===== src/rtl/cond_unit.sv =====
`default_nettype none
// ============================================================================
// Module   : cond_unit
// Purpose  : NZCV flags register, condition-code evaluation and 2-entry
//            response FIFO between ALU writeback and branch resolve.
// Revision : 1.0 - initial release
// ============================================================================
module cond_unit #(
    parameter int TAG_W = 4,
    parameter int CNT_W = 16
) (
    input  logic             clk,
    input  logic             rst_n,
    input  logic             flags_we_nz,
    input  logic             flags_we_cv,
    input  logic [3:0]       flags_in,
    output logic [3:0]       flags_q,
    input  logic             req_valid,
    output logic             req_ready,
    input  logic [3:0]       req_cond,
    input  logic [TAG_W-1:0] req_tag,
    output logic             rsp_valid,
    input  logic             rsp_ready,
    output logic             rsp_take,
    output logic [TAG_W-1:0] rsp_tag,
    output logic [CNT_W-1:0] taken_cnt
);

    localparam logic [1:0]       c_full    = 2'd2;
    localparam logic [CNT_W-1:0] c_cnt_max = {CNT_W{1'b1}};

    logic [3:0]       r_flags;
    logic [1:0]       r_count;
    logic             r_wptr;
    logic             r_rptr;
    logic [1:0]       r_take_mem;
    logic [TAG_W-1:0] r_tag_mem [2];
    logic [CNT_W-1:0] r_taken_cnt;

    logic [3:0]       w_eff;
    logic             w_n, w_z, w_c, w_v;
    logic             w_take;
    logic             w_push;
    logic             w_pop;

    // Same-cycle flag writes are merged in so a request sees the new values.
    assign w_eff[3:2] = flags_we_nz ? flags_in[3:2] : r_flags[3:2];
    assign w_eff[1:0] = flags_we_cv ? flags_in[1:0] : r_flags[1:0];
    assign {w_n, w_z, w_c, w_v} = w_eff;

    always_comb begin
        w_take = 1'b0;
        case (req_cond)
            4'd0:    w_take = w_z;
            4'd1:    w_take = !w_z;
            4'd2:    w_take = w_c;
            4'd3:    w_take = !w_c;
            4'd4:    w_take = w_n;
            4'd5:    w_take = !w_n;
            4'd6:    w_take = w_v;
            4'd7:    w_take = !w_v;
            4'd8:    w_take = w_c & !w_z;
            4'd9:    w_take = !w_c | w_z;
            4'd10:   w_take = (w_n == w_v);
            4'd11:   w_take = (w_n != w_v);
            4'd12:   w_take = !w_z & (w_n == w_v);
            4'd13:   w_take = w_z | (w_n != w_v);
            4'd14:   w_take = 1'b1;
            default: w_take = 1'b0;
        endcase
    end

    // Ready depends only on registered count: a full FIFO refuses a push
    // even when the consumer pops in the same cycle.
    assign req_ready = (r_count != c_full);
    assign rsp_valid = (r_count != 2'd0);
    assign w_push    = req_valid & req_ready;
    assign w_pop     = rsp_valid & rsp_ready;

    always_ff @(posedge clk or negedge rst_n) begin
        if (!rst_n) begin
            r_flags <= 4'd0;
        end else begin
            if (flags_we_nz) r_flags[3:2] <= flags_in[3:2];
            if (flags_we_cv) r_flags[1:0] <= flags_in[1:0];
        end
    end

    always_ff @(posedge clk or negedge rst_n) begin
        if (!rst_n) begin
            r_count      <= 2'd0;
            r_wptr       <= 1'b0;
            r_rptr       <= 1'b0;
            r_take_mem   <= 2'b00;
            r_tag_mem[0] <= '0;
            r_tag_mem[1] <= '0;
        end else begin
            if (w_push) begin
                r_take_mem[r_wptr] <= w_take;
                r_tag_mem[r_wptr]  <= req_tag;
                r_wptr             <= ~r_wptr;
            end
            if (w_pop) r_rptr <= ~r_rptr;
            case ({w_push, w_pop})
                2'b10:   r_count <= r_count + 2'd1;
                2'b01:   r_count <= r_count - 2'd1;
                default: r_count <= r_count;
            endcase
        end
    end

    always_ff @(posedge clk or negedge rst_n) begin
        if (!rst_n) begin
            r_taken_cnt <= '0;
        end else if (w_push && w_take && (r_taken_cnt != c_cnt_max)) begin
            r_taken_cnt <= r_taken_cnt + CNT_W'(1);
        end
    end

    assign flags_q   = r_flags;
    assign rsp_take  = r_take_mem[r_rptr];
    assign rsp_tag   = r_tag_mem[r_rptr];
    assign taken_cnt = r_taken_cnt;

endmodule
`default_nettype wire


===== config.mk =====
export PLATFORM = sky130hd
export DESIGN_NAME = cond_unit
export DESIGN_NICKNAME = d
export VERILOG_FILES = /design/src/rtl/cond_unit.sv
export SDC_FILE = /design/constraint.sdc
export NUM_CORES = 1
export LEC_CHECK = 0
export BUFFER_PORTS_ARGS = -buffer_cell sky130_fd_sc_hd__buf_2
export CAP_MARGIN = 20
export CORE_MARGIN = 2
export CORE_UTILIZATION = 55
export CTS_CLUSTER_SIZE = 12
export DETAILED_ROUTE_END_ITERATION = 8
export PLACE_DENSITY_LB_ADDON = 0.15
export SYNTH_ARGS = -nofsm -noshare
export SYNTH_HDL_FRONTEND = slang
export SYNTH_SLANG_ARGS = --single-unit

===== constraint.sdc =====
create_clock -name clk -period 4.2 [get_ports clk]
set_clock_uncertainty 0.15 [all_clocks]
set_input_delay 0.42 -clock clk [delete_from_list [all_inputs] [get_ports clk]]
set_output_delay 0.42 -clock clk [all_outputs]
set_load 0.01 [all_outputs]

==> metrics.txt, run 1 <==
# TYPE chip_impl_metric gauge
chip_impl_info{name="result_of_the_run",value="finished, violations left"} 1
chip_impl_info{name="failed_checks",value="negative hold slack"} 1
chip_impl_metric{name="die-height",unit="um"} 60.7
chip_impl_info{name="cts_tree",value="built"} 1
chip_impl_metric{name="post_synth_inst_count",unit=""} 158
chip_impl_metric{name="utilization",unit="%"} 67.7
chip_impl_metric{name="design.portCount",unit=""} 45
chip_impl_info{name="critical_path.endpoint_type",value="flop"} 1
chip_impl_metric{name="antenna_found_initial",unit=""} 0
chip_impl_metric{name="syn-cell-area",unit="um^2"} 1770
chip_impl_metric{name="vias",unit=""} 1340
chip_impl_metric{name="drtIter0Drc",unit=""} 37
chip_impl_metric{name="timing.final.hold_violations",unit=""} 2
chip_impl_metric{name="design_power_total",unit="W"} 0.00109
chip_impl_metric{name="core_area",unit="um^2"} 3050
chip_impl_metric{name="numPortBuffers",unit=""} 44
chip_impl_metric{name="synth-compound-area-share",unit="%"} 4.39
chip_impl_metric{name="power_density",unit="nW/um^2"} 526
chip_impl_metric{name="hold_buffers",unit=""} 0
chip_impl_metric{name="grt_usage",unit="%"} 20.5
chip_impl_metric{name="placementRows",unit=""} 20
chip_impl_metric{name="synth.ff_latch_count",unit=""} 34
chip_impl_metric{name="clock-sinks",unit=""} 34
chip_impl_metric{name="seq_area_frac_synth",unit="%"} 48.2
chip_impl_metric{name="vdd_drop_max",unit="mV"} 0.297
chip_impl_metric{name="detail_route.drc_violations",unit=""} 0
chip_impl_info{name="worstSetupStartpoint",value="flags_q[3]$_DFF_PN0_"} 1
chip_impl_metric{name="grt_max_degree",unit=""} 35
chip_impl_metric{name="crit_fanout",unit=""} 17
chip_impl_metric{name="report.final.slew_viol_count",unit=""} 0
chip_impl_metric{name="clock_latency",unit="ps"} 330
chip_impl_metric{name="fp.dieArea",unit="um^2"} 3680
chip_impl_metric{name="antenna_violating_nets_post_route",unit=""} 0
chip_impl_metric{name="max_freq",unit="MHz"} 365
chip_impl_metric{name="num-nets-final",unit=""} 226
chip_impl_metric{name="initial_core_util",unit="%"} 57.8
chip_impl_metric{name="synthMuxAreaShare",unit="%"} 14.4
chip_impl_metric{name="slew_headroom",unit="%"} 50.9
chip_impl_metric{name="ys.warnings.count",unit=""} 0
chip_impl_metric{name="worst_hold_margin",unit="ps"} -2.70
chip_impl_info{name="cp-start-kind",value="flop"} 1
chip_impl_info{name="min-delay-path-class",value="in -> async"} 1
chip_impl_metric{name="clk_pin_slew_worst_paths",unit="ps"} 100
chip_impl_metric{name="cp_data_arrival_time",unit="ps"} 2810
chip_impl_metric{name="wl_per_cell",unit="um"} 13.5
chip_impl_metric{name="wire_length_of_the_first_global_routing_pass",unit="um"} 5630
chip_impl_metric{name="die_x",unit="um"} 60.7
chip_impl_info{name="timing.rr.start",value="flags_q[3]$_DFF_PN0_"} 1
chip_impl_metric{name="timing.final.setup_violations",unit=""} 0
chip_impl_info{name="clock_tree.root_cell",value="sky130_fd_sc_hd__clkbuf_4"} 1
chip_impl_metric{name="critical_path_required",unit="ps"} 4270
chip_impl_metric{name="vias_in_the_first_global_route",unit=""} 1288
chip_impl_metric{name="synth_simple_gate_area_share",unit="%"} 18.9
chip_impl_metric{name="drt_wl_total",unit="um"} 3370
chip_impl_metric{name="number_of_buffers_inserted_during_clock_tree_synthesis",unit=""} 5
chip_impl_metric{name="detailedRoute.firstPassIterationCount",unit=""} 4
chip_impl_metric{name="finalNonFillerCells",unit=""} 250
chip_impl_metric{name="dpl.hpwl",unit="um"} 2460
chip_impl_metric{name="syn_area_per_cell",unit="um^2"} 11.2
chip_impl_metric{name="finalWeightedCongestion",unit=""} 0.780
chip_impl_metric{name="finalCritPeriodShare",unit="%"} 65.2
chip_impl_metric{name="timing.reg2reg.worst_path_depth",unit=""} 7
chip_impl_info{name="worst-setup-path-type",value="reg -> reg"} 1
chip_impl_metric{name="min_period",unit="ps"} 2740
chip_impl_metric{name="worst-slew-pin-transition",unit="ps"} 736
chip_impl_metric{name="final_layout_size_suffix_gt1_share",unit="%"} 36.4
chip_impl_info{name="rsz0062_at_grt",value="no"} 1
chip_impl_metric{name="n_antenna_cell",unit=""} 0
chip_impl_metric{name="htreeDepth",unit=""} 2
chip_impl_metric{name="filler_cell_count",unit=""} 249
chip_impl_metric{name="synth_adder_area_share",unit="%"} 1.42
chip_impl_metric{name="numPlacedInstances",unit=""} 243
chip_impl_info{name="synth_top_family_by_area",value="simple AND/OR/NAND/NOR gates"} 1
chip_impl_metric{name="drt-vias-per-instance",unit=""} 5.36
chip_impl_metric{name="cts_repair_resize_count",unit=""} 0
chip_impl_metric{name="xor_and_xnor_fraction_of_the_mapped_netlist_area",unit="%"} 10.3
chip_impl_metric{name="cap_violations",unit=""} 0
chip_impl_metric{name="grt_remaining_overflow",unit=""} 0
chip_impl_metric{name="synthesis.nets",unit=""} 178
chip_impl_metric{name="static-leakage-power",unit="nW"} 0.981
chip_impl_metric{name="cts_setup_buffers",unit=""} 0
chip_impl_metric{name="area_growth_syn_to_layout",unit="%"} 17.1
chip_impl_metric{name="yosys.cell_types.count",unit=""} 34
chip_impl_metric{name="max-clock-path-buffers",unit=""} 2
chip_impl_metric{name="setup_tns",unit="ps"} 0
## sequential cells by signal, summed over array words and instances (netlist names)
name,count
r_rptr,1
r_tag_mem,8
taken_cnt,16
r_count,2
flags_q,4
r_wptr,1
r_take_mem,2
## report_power, final
part / switching, W / internal (W) / total (W)
Combinational: 0.000193 / 0.000222 / 0.000416
Clock: 0.0000991 / 0.0000631 / 0.000162
Sequential: 0.0000823 / 0.000427 / 0.000509
Total: 0.000374 / 0.000712 / 0.00109
## synth_stat cells (all sizes together)
library cell	count	area [um^2]
a221oi	1	8.76
a311o	1	11.3
a41o	1	11.3
and2	3	21.3
and3	7	45.1
and4	3	27.5
buf	2	15.0
clkbuf	1	3.75
dfrtp	34	851
ha	2	25.0
inv	6	22.5
mux2	19	214
mux2i	4	40.0
nand2	13	48.8
nand2b	3	18.8
nand3	13	65.1
nand3b	1	7.51
nand4	2	12.5
nor2	9	33.8
nor3	4	20.0
nor4	3	18.8
o21ai	2	10.0
o311a	1	10.0
o311ai	1	26.3
or2	1	6.26
or2b	1	8.76
xnor2	17	156
xor2	3	26.3
## cell type report
class | count | area [um^2] | area share (%)
Clock buffer | 7 | 45.0 | 2.18
Inverter | 6 | 22.5 | 1.09
Multi-Input combinational cell | 115 | 873 | 42.3
Sequential cell | 34 | 851 | 41.2
Tap cell | 44 | 55.1 | 2.66
Timing Repair Buffer | 44 | 220 | 10.7
## critical path: stages (launching register included)
cell	delay [ps]
sky130_fd_sc_hd__dfrtp_1	380
sky130_fd_sc_hd__mux2i_1	290
sky130_fd_sc_hd__xnor2_1	180
sky130_fd_sc_hd__a41o_2	320
sky130_fd_sc_hd__xnor2_2	150
sky130_fd_sc_hd__o311ai_4	580
sky130_fd_sc_hd__and2_4	290
sky130_fd_sc_hd__mux2_1	310
## kinds of logic (layout without fill, tap and decap cells)
kind of cell / Yosys count / count (layout)
buffers and inverters: 9 / 57
AOI/OAI and AO/OA: 7 / 7
adders and majority gates: 2 / 2
xor gates and xnor gates: 20 / 20
DFF: 34 / 34
muxes: 23 / 23
and+or+nand+nor: 63 / 63
## stage by stage
stage	worst slack [ps]	hold slack (ps)	cell area, um^2
final	1460	-2.70	2070
after global routing	1290	43.8	2070
after CTS	1450	13.5	2070
after detailed placement	1230	334	2020
after global placement	1320	319	2020
after floorplan	1740	-25.6	1770
## placed cells by master, fill, tap and decap left out
cell and count:
sky130_fd_sc_hd__o311ai_4 1, sky130_fd_sc_hd__buf_2 44, sky130_fd_sc_hd__xnor2_2 1, sky130_fd_sc_hd__or2_2 1
sky130_fd_sc_hd__inv_1 6, sky130_fd_sc_hd__and2_1 2, sky130_fd_sc_hd__ha_1 2, sky130_fd_sc_hd__or2b_2 1
sky130_fd_sc_hd__and4_1 2, sky130_fd_sc_hd__nand4_1 2, sky130_fd_sc_hd__o311a_1 1, sky130_fd_sc_hd__and3_2 1
sky130_fd_sc_hd__mux2_2 17, sky130_fd_sc_hd__o21ai_0 2, sky130_fd_sc_hd__nor2_1 9, sky130_fd_sc_hd__clkbuf_4 5
sky130_fd_sc_hd__a311o_2 1, sky130_fd_sc_hd__clkbuf_1 2, sky130_fd_sc_hd__xnor2_1 16, sky130_fd_sc_hd__a221oi_1 1
sky130_fd_sc_hd__nand2b_1 3, sky130_fd_sc_hd__nand2_1 13, sky130_fd_sc_hd__and4_2 1, sky130_fd_sc_hd__a41o_2 1
sky130_fd_sc_hd__nand3b_1 1, sky130_fd_sc_hd__mux2i_1 4, sky130_fd_sc_hd__and2_4 1, sky130_fd_sc_hd__and3_1 6
sky130_fd_sc_hd__mux2_1 2, sky130_fd_sc_hd__dfrtp_1 34, sky130_fd_sc_hd__xor2_1 3, sky130_fd_sc_hd__nand3_1 13
sky130_fd_sc_hd__nor3_1 4, sky130_fd_sc_hd__nor4_1 3
## final timing paths
check / endpoint / slack [ps]
worst max-delay path: taken_cnt[1]$_DFFE_PN0P_ / 1460
worst min-delay path: taken_cnt[9]$_DFFE_PN0P_ / -3
worst max register to register: taken_cnt[1]$_DFFE_PN0P_ / 1460
worst min register to register: r_count[1]$_DFFE_PN0P_ / 340
max in group asynchronous: r_count[0]$_DFFE_PN0P_ / 3430
min in group clk: r_tag_mem[3]$_DFFE_PN0P_ / 190
## routing by layer
| metal | up-vias | part of all wire, % | track usage, % |
|---|---|---|---|
| li1 | 652 | - | - |
| met1 | 643 | 45 | 25.8 |
| met2 | 41 | 49 | 34.4 |
| met3 | 4 | 5.3 | 5.76 |
| met4 | 0 | 0.80 | 6.52 |
| met5 | - | 0 | 0 |
(Power assumes the default switching activity.)
==> run 2: changes to the inputs <==
- CORE_UTILIZATION: 55 -> 52
- clock period: 4.2 -> 2.7 ns (I/O delays scaled with it)
==> metrics.txt, run 2 (synthesis gave the netlist of run 1 again) <==
# TYPE chip_impl_metric gauge
chip_impl_metric{name="wl_per_cell",unit="um"} 13.3
chip_impl_metric{name="area_growth_syn_to_layout",unit="%"} 20.8
chip_impl_metric{name="worst_hold_margin",unit="ps"} 27.2
chip_impl_info{name="leading_cell_type_in_the_layout_fill_and_taps_excluded",value="sky130_fd_sc_hd__buf_2"} 1
chip_impl_metric{name="vias",unit=""} 1378
chip_impl_metric{name="number_of_buffers_inserted_during_clock_tree_synthesis",unit=""} 5
chip_impl_info{name="worst_path_dominant_cell_family",value="compound AO/OA/AOI/OAI gates"} 1
chip_impl_metric{name="crit_fanout",unit=""} 11
chip_impl_metric{name="largest_register_ffs",unit=""} 16
chip_impl_metric{name="htreeDepth",unit=""} 2
chip_impl_metric{name="die_x",unit="um"} 62.3
chip_impl_info{name="min-delay-path-class",value="in -> reg"} 1
chip_impl_info{name="timing.critical_path.cells",value="mux2i_1 > xnor2_1 > a41o_2 > xnor2_2 > o311ai_4 > buf_4 > nand3_1 > mux2_2"} 1
chip_impl_metric{name="final_layout_size_suffix_gt1_share",unit="%"} 38.6
chip_impl_metric{name="static-leakage-power",unit="nW"} 1.01
chip_impl_metric{name="clock-sinks",unit=""} 34
chip_impl_metric{name="finalWeightedCongestion",unit=""} 0.837
chip_impl_metric{name="drt_wl_total",unit="um"} 3400
chip_impl_info{name="crit_path_top_delay_cell",value="sky130_fd_sc_hd__dfrtp_1"} 1
chip_impl_metric{name="drtIter0Drc",unit=""} 69
chip_impl_metric{name="slew_headroom",unit="%"} 50.8
chip_impl_info{name="rsz0062_at_grt",value="no"} 1
chip_impl_info{name="clock_tree.root_cell",value="sky130_fd_sc_hd__clkbuf_4"} 1
chip_impl_metric{name="multiInputGateArea",unit="um^2"} 877
chip_impl_metric{name="power_density",unit="nW/um^2"} 833
chip_impl_metric{name="n_antenna_cell",unit=""} 0
chip_impl_metric{name="cap_violations",unit=""} 0
chip_impl_metric{name="dpl.hpwl",unit="um"} 2570
chip_impl_metric{name="design.portCount",unit=""} 45
chip_impl_metric{name="report.final.slew_viol_count",unit=""} 0
chip_impl_metric{name="clk_pin_slew_worst_paths",unit="ps"} 100
chip_impl_metric{name="min_period",unit="ps"} 2580
chip_impl_metric{name="max_stage_delay",unit="ps"} 390
chip_impl_metric{name="antenna_found_initial",unit=""} 0
chip_impl_metric{name="timing.final.setup_violations",unit=""} 0
chip_impl_metric{name="timing.final.hold_violations",unit=""} 0
chip_impl_metric{name="vdd_drop_max",unit="mV"} 0.504
chip_impl_info{name="commonest_cells_after_routing_fill_and_taps_aside",value="sky130_fd_sc_hd__buf_2 (44), sky130_fd_sc_hd__dfrtp_1 (34), sky130_fd_sc_hd__mux2_2 (17)"} 1
chip_impl_metric{name="grt_remaining_overflow",unit=""} 0
chip_impl_metric{name="fp.dieArea",unit="um^2"} 3880
chip_impl_info{name="worst-setup-path-type",value="reg -> reg"} 1
chip_impl_info{name="cts_tree",value="built"} 1
chip_impl_metric{name="grt_max_degree",unit=""} 35
chip_impl_info{name="result_of_the_run",value="finished, final reports clean"} 1
chip_impl_info{name="cp-start-kind",value="flop"} 1
chip_impl_info{name="critical_path.endpoint_type",value="flop"} 1
chip_impl_metric{name="critical_path_required",unit="ps"} 2780
chip_impl_metric{name="drt-vias-per-instance",unit=""} 5.38
chip_impl_metric{name="grt_usage",unit="%"} 20.0
chip_impl_metric{name="critPathBufInv",unit=""} 1
chip_impl_metric{name="detail_route.drc_violations",unit=""} 0
chip_impl_metric{name="clock_latency",unit="ps"} 340
chip_impl_metric{name="initial_core_util",unit="%"} 53.3
chip_impl_metric{name="detailedRoute.firstPassIterationCount",unit=""} 4
chip_impl_metric{name="max_freq",unit="MHz"} 388
chip_impl_metric{name="cp_data_arrival_time",unit="ps"} 2660
chip_impl_metric{name="max-clock-path-buffers",unit=""} 2
chip_impl_metric{name="wire_length_of_the_first_global_routing_pass",unit="um"} 6130
chip_impl_metric{name="num-nets-final",unit=""} 229
chip_impl_metric{name="placementRows",unit=""} 21
chip_impl_metric{name="setup_tns",unit="ps"} 0
chip_impl_metric{name="core_area",unit="um^2"} 3310
chip_impl_metric{name="die-height",unit="um"} 62.3
chip_impl_metric{name="antenna_violating_nets_post_route",unit=""} 0
chip_impl_metric{name="numPortBuffers",unit=""} 44
chip_impl_metric{name="sequential_cell_area",unit="um^2"} 851
chip_impl_metric{name="finalCritPeriodShare",unit="%"} 95.5
chip_impl_metric{name="vias_in_the_first_global_route",unit=""} 1407
chip_impl_metric{name="filler_cell_count",unit=""} 279
chip_impl_metric{name="worst-slew-pin-transition",unit="ps"} 737
-- run 2: changes by cell type in the layout (fill, tap and decap cells not counted) --
cell / previous run / this run
sky130_fd_sc_hd__buf_4: 0 / 2
sky130_fd_sc_hd__clkbuf_8: 0 / 3
sky130_fd_sc_hd__mux2i_1: 4 / 3
sky130_fd_sc_hd__clkbuf_1: 2 / 0
sky130_fd_sc_hd__dlygate4sd3_1: 0 / 1
sky130_fd_sc_hd__mux2i_2: 0 / 1
-- run 2: stage by stage --
| stage | worst slack [ps] | util (%) | std cells | power (W) | instance area, um^2 |
|---|---|---|---|---|---|
| after floorplan | 316 | - | 158 | 0.00123 | 1770 |
| after global placement | 175 | 61.6 | 247 | 0.00142 | 2040 |
| after detailed placement | 60.0 | 61.6 | 247 | 0.00145 | 2040 |
| after CTS | 110 | 64.3 | 256 | 0.00180 | 2130 |
| after global routing | 22.1 | 64.4 | 256 | 0.00190 | 2130 |
| final | 122 | 64.4 | 256 | 0.00178 | 2130 |
-- run 2: cell type report --
cell class,count,area share (%)
timing repair buffer,47,11.5
multi-input combinational,115,41.1
inverter,6,1.06
clock buffer,8,3.70
sequential,34,39.9
tap,46,2.70
-- run 2: per-layer routing --
| metal | vias to the layer above | track usage, % | wire length [um] | part of all wire, % |
|---|---|---|---|---|
| met3 | 10 | 6.88 | 215 | 6.3 |
| met4 | 0 | 10.0 | 78 | 2.3 |
| li1 | 662 | - | - | - |
| met1 | 662 | 21.9 | 1410 | 41 |
| met2 | 44 | 34.5 | 1700 | 50 |
| met5 | - | 0 | 0 | 0 |
-- run 2: timing repair --
item / CTS / global route
setup endpoints to repair: 0 / 1
hold buffers: 1 / 0
endpoints found under the hold margin: 34 / 0
gates resized for setup: 0 / 1
buffers inserted: 0 / 0
-- run 2: report_power, final --
part           total (W)  switching (W)  internal [W]  leakage (nW)
logic           0.000647       0.000297      0.000350         0.542
clock network   0.000340       0.000162      0.000178        0.0446
registers       0.000790       0.000126      0.000664         0.427
-- run 2: path summary, 6_finish.rpt --
path / end / cells past startpoint / slack, ps / start
worst max-delay path: taken_cnt[14]$_DFFE_PN0P_ / 8 / 120 / flags_q[3]$_DFF_PN0_
worst min-delay path: r_tag_mem[5]$_DFFE_PN0P_ / 2 / 30 / req_tag[1]
worst max register to register: taken_cnt[14]$_DFFE_PN0P_ / 8 / 120 / flags_q[3]$_DFF_PN0_
worst min register to register: taken_cnt[11]$_DFFE_PN0P_ / 1 / 350 / taken_cnt[11]$_DFFE_PN0P_
max in group asynchronous: taken_cnt[9]$_DFFE_PN0P_ / 2 / 1560 / rst_n
min in group asynchronous: r_wptr$_DFFE_PN0P_ / 2 / 370 / rst_n
-- run 2: worst reg2reg max path, cell delays in order, from the launching register on --
cell                       delay, ps
sky130_fd_sc_hd__dfrtp_1         390
sky130_fd_sc_hd__mux2i_1         320
sky130_fd_sc_hd__xnor2_1         190
sky130_fd_sc_hd__a41o_2          320
sky130_fd_sc_hd__xnor2_2         150
sky130_fd_sc_hd__o311ai_4        350
sky130_fd_sc_hd__buf_4           240
sky130_fd_sc_hd__nand3_1          80
sky130_fd_sc_hd__mux2_2          280
==> run 3: changes to the inputs <==
- BUFFER_PORTS_ARGS: -buffer_cell sky130_fd_sc_hd__buf_2 -> default
- CORE_UTILIZATION: 52 -> 55
- DONT_BUFFER_PORTS: default -> 1
==> metrics.txt, run 3 (synthesis gave the netlist of run 1 again) <==
# TYPE chip_impl_metric gauge
chip_impl_info{name="cts_tree",value="built"} 1
chip_impl_metric{name="fp.dieArea",unit="um^2"} 3680
chip_impl_metric{name="worst-slew-pin-transition",unit="ps"} 455
chip_impl_metric{name="antenna_violating_nets_post_route",unit=""} 0
chip_impl_metric{name="grt_max_degree",unit=""} 35
chip_impl_metric{name="final_layout_size_suffix_gt1_share",unit="%"} 22.9
chip_impl_metric{name="number_of_buffers_inserted_during_clock_tree_synthesis",unit=""} 5
chip_impl_info{name="cp-start-kind",value="input pin"} 1
chip_impl_metric{name="timing.final.setup_violations",unit=""} 0
chip_impl_metric{name="report.final.slew_viol_count",unit=""} 0
chip_impl_metric{name="postLayoutSetupSlackWorst",unit="ps"} 163
chip_impl_metric{name="cts_setup_buffers",unit=""} 0
chip_impl_metric{name="finalWeightedCongestion",unit=""} 0.853
chip_impl_metric{name="num-nets-final",unit=""} 194
chip_impl_metric{name="clock_latency",unit="ps"} 330
chip_impl_metric{name="crit_fanout",unit=""} 12
chip_impl_metric{name="dpl.hpwl",unit="um"} 2370
chip_impl_metric{name="min_period",unit="ps"} 2540
chip_impl_metric{name="design.portCount",unit=""} 45
chip_impl_metric{name="filler_cell_count",unit=""} 264
chip_impl_metric{name="detail_route.drc_violations",unit=""} 0
chip_impl_metric{name="n_antenna_cell",unit=""} 0
chip_impl_metric{name="vias_in_the_first_global_route",unit=""} 1270
chip_impl_info{name="leading_cell_type_in_the_layout_fill_and_taps_excluded",value="sky130_fd_sc_hd__dfrtp_1"} 1
chip_impl_metric{name="sequential_cell_area",unit="um^2"} 851
chip_impl_info{name="clock_tree.root_cell",value="sky130_fd_sc_hd__clkbuf_4"} 1
chip_impl_metric{name="area_growth_syn_to_layout",unit="%"} 13.4
chip_impl_metric{name="slew_headroom",unit="%"} 69.6
chip_impl_metric{name="wl_per_cell",unit="um"} 15.0
chip_impl_info{name="min-delay-path-class",value="in -> reg"} 1
chip_impl_metric{name="htreeDepth",unit=""} 2
chip_impl_info{name="result_of_the_run",value="finished, final reports clean"} 1
chip_impl_metric{name="finalCritPeriodShare",unit="%"} 94.0
chip_impl_metric{name="critical_path_required",unit="ps"} 2770
chip_impl_metric{name="wire_length_of_the_first_global_routing_pass",unit="um"} 5440
chip_impl_metric{name="max_freq",unit="MHz"} 394
chip_impl_metric{name="preCtsSetupSlack",unit="ps"} 166
chip_impl_info{name="commonest_cells_after_routing_fill_and_taps_aside",value="sky130_fd_sc_hd__dfrtp_1 (34), sky130_fd_sc_hd__mux2_2 (17), sky130_fd_sc_hd__xnor2_1 (16)"} 1
chip_impl_metric{name="static-leakage-power",unit="nW"} 0.866
chip_impl_metric{name="vdd_drop_max",unit="mV"} 0.388
chip_impl_metric{name="drtIter0Drc",unit=""} 29
chip_impl_metric{name="power_density",unit="nW/um^2"} 854
chip_impl_metric{name="timing.final.hold_violations",unit=""} 0
chip_impl_metric{name="grt_remaining_overflow",unit=""} 0
chip_impl_metric{name="clock-sinks",unit=""} 34
chip_impl_metric{name="drt-vias-per-instance",unit=""} 5.68
chip_impl_metric{name="numPortBuffers",unit=""} 0
chip_impl_metric{name="cp_data_arrival_time",unit="ps"} 2610
chip_impl_metric{name="die_x",unit="um"} 60.7
chip_impl_metric{name="clk_pin_slew_worst_paths",unit="ps"} 100
chip_impl_info{name="worst-setup-path-type",value="in -> reg"} 1
chip_impl_metric{name="initial_core_util",unit="%"} 57.8
chip_impl_metric{name="setup_tns",unit="ps"} 0
chip_impl_metric{name="core_area",unit="um^2"} 3050
chip_impl_metric{name="multiInputGateArea",unit="um^2"} 876
chip_impl_metric{name="detailedRoute.firstPassIterationCount",unit=""} 4
chip_impl_metric{name="largest_register_ffs",unit=""} 16
chip_impl_metric{name="placementRows",unit=""} 20
chip_impl_metric{name="max-clock-path-buffers",unit=""} 2
chip_impl_metric{name="cap_violations",unit=""} 0
chip_impl_metric{name="vias",unit=""} 1245
chip_impl_metric{name="grt_usage",unit="%"} 20.0
chip_impl_metric{name="die-height",unit="um"} 60.7
chip_impl_info{name="rsz0062_at_grt",value="no"} 1
chip_impl_info{name="critical_path.endpoint_type",value="flop"} 1
chip_impl_metric{name="antenna_found_initial",unit=""} 0
chip_impl_metric{name="drt_wl_total",unit="um"} 3290
## run 3: cell count changes in the layout (fill, tap and decap cells not counted)
cell,before,now
sky130_fd_sc_hd__mux2i_2,1,0
sky130_fd_sc_hd__dlygate4sd3_1,1,7
sky130_fd_sc_hd__nor2_1,9,8
sky130_fd_sc_hd__clkinv_2,0,2
sky130_fd_sc_hd__buf_12,0,1
sky130_fd_sc_hd__buf_2,44,0
sky130_fd_sc_hd__bufinv_16,0,1
sky130_fd_sc_hd__mux2i_1,3,4
sky130_fd_sc_hd__clkbuf_8,3,0
sky130_fd_sc_hd__nor2_2,0,1
sky130_fd_sc_hd__buf_4,2,4
## run 3: stage by stage
step           utilization, %  total power (W)  hold slack (ps)  std cells  instance area [um^2]
2_1_floorplan               -          0.00123             -176        158                  1770
3_3_place_gp             60.0          0.00131             -175        203                  1830
3_5_place_dp             60.0          0.00134             -175        203                  1830
4_1_cts                  65.5          0.00173             4.63        219                  2000
5_1_grt                  65.6          0.00182             19.2        219                  2000
6_report                 65.6          0.00171             30.2        219                  2000
## run 3: worst paths after layout
path	depth (start not counted)	from	endpoint	slack (ps)
max in group asynchronous	2	rst_n	r_tag_mem[5]$_DFFE_PN0P_	1990
hold reg to reg	1	r_count[1]$_DFFE_PN0P_	r_count[1]$_DFFE_PN0P_	350
setup / recovery	9	flags_in[1]	taken_cnt[1]$_DFFE_PN0P_	160
min in group asynchronous	2	rst_n	r_count[0]$_DFFE_PN0P_	230
hold / removal	2	flags_in[2]	flags_q[2]$_DFF_PN0_	30
setup reg to reg	8	flags_q[1]$_DFF_PN0_	taken_cnt[1]$_DFFE_PN0P_	200
## run 3: metal layers
layer	global-route usage, %	wire (um)	vias to the layer above
met4	7.76	10	0
met5	0	0	-
met1	24.0	1410	615
li1	-	-	587
met2	33.0	1650	41
met3	7.04	217	2
## run 3: what timing repair did
item	CTS	global route
endpoints found under the setup margin	0	1
hold endpoints to repair	43	0
hold buffers	8	0
resized for setup	0	1
## run 3: final cells by class
class,count,area share (%)
timing repair buffer,12,6.00
clock inverter,3,2.00
multi-input combinational,115,43.8
tap,44,2.75
clock buffer,5,1.88
sequential,34,42.5
inverter,6,1.13
## run 3: where the power goes
group          internal, W  total (W)  switching, W
logic             0.000286   0.000527      0.000241
clock network     0.000192   0.000362      0.000170
registers         0.000664   0.000821      0.000158
total              0.00114    0.00171      0.000569
## run 3: worst max-delay path, cell delays in order
cell                            delay (ps)
sky130_fd_sc_hd__dlygate4sd3_1         530
sky130_fd_sc_hd__mux2_2                290
sky130_fd_sc_hd__and3_2                200
sky130_fd_sc_hd__a41o_2                250
sky130_fd_sc_hd__xnor2_2               150
sky130_fd_sc_hd__o311ai_4              230
sky130_fd_sc_hd__buf_4                 220
sky130_fd_sc_hd__and2_4                170
sky130_fd_sc_hd__mux2_1                310
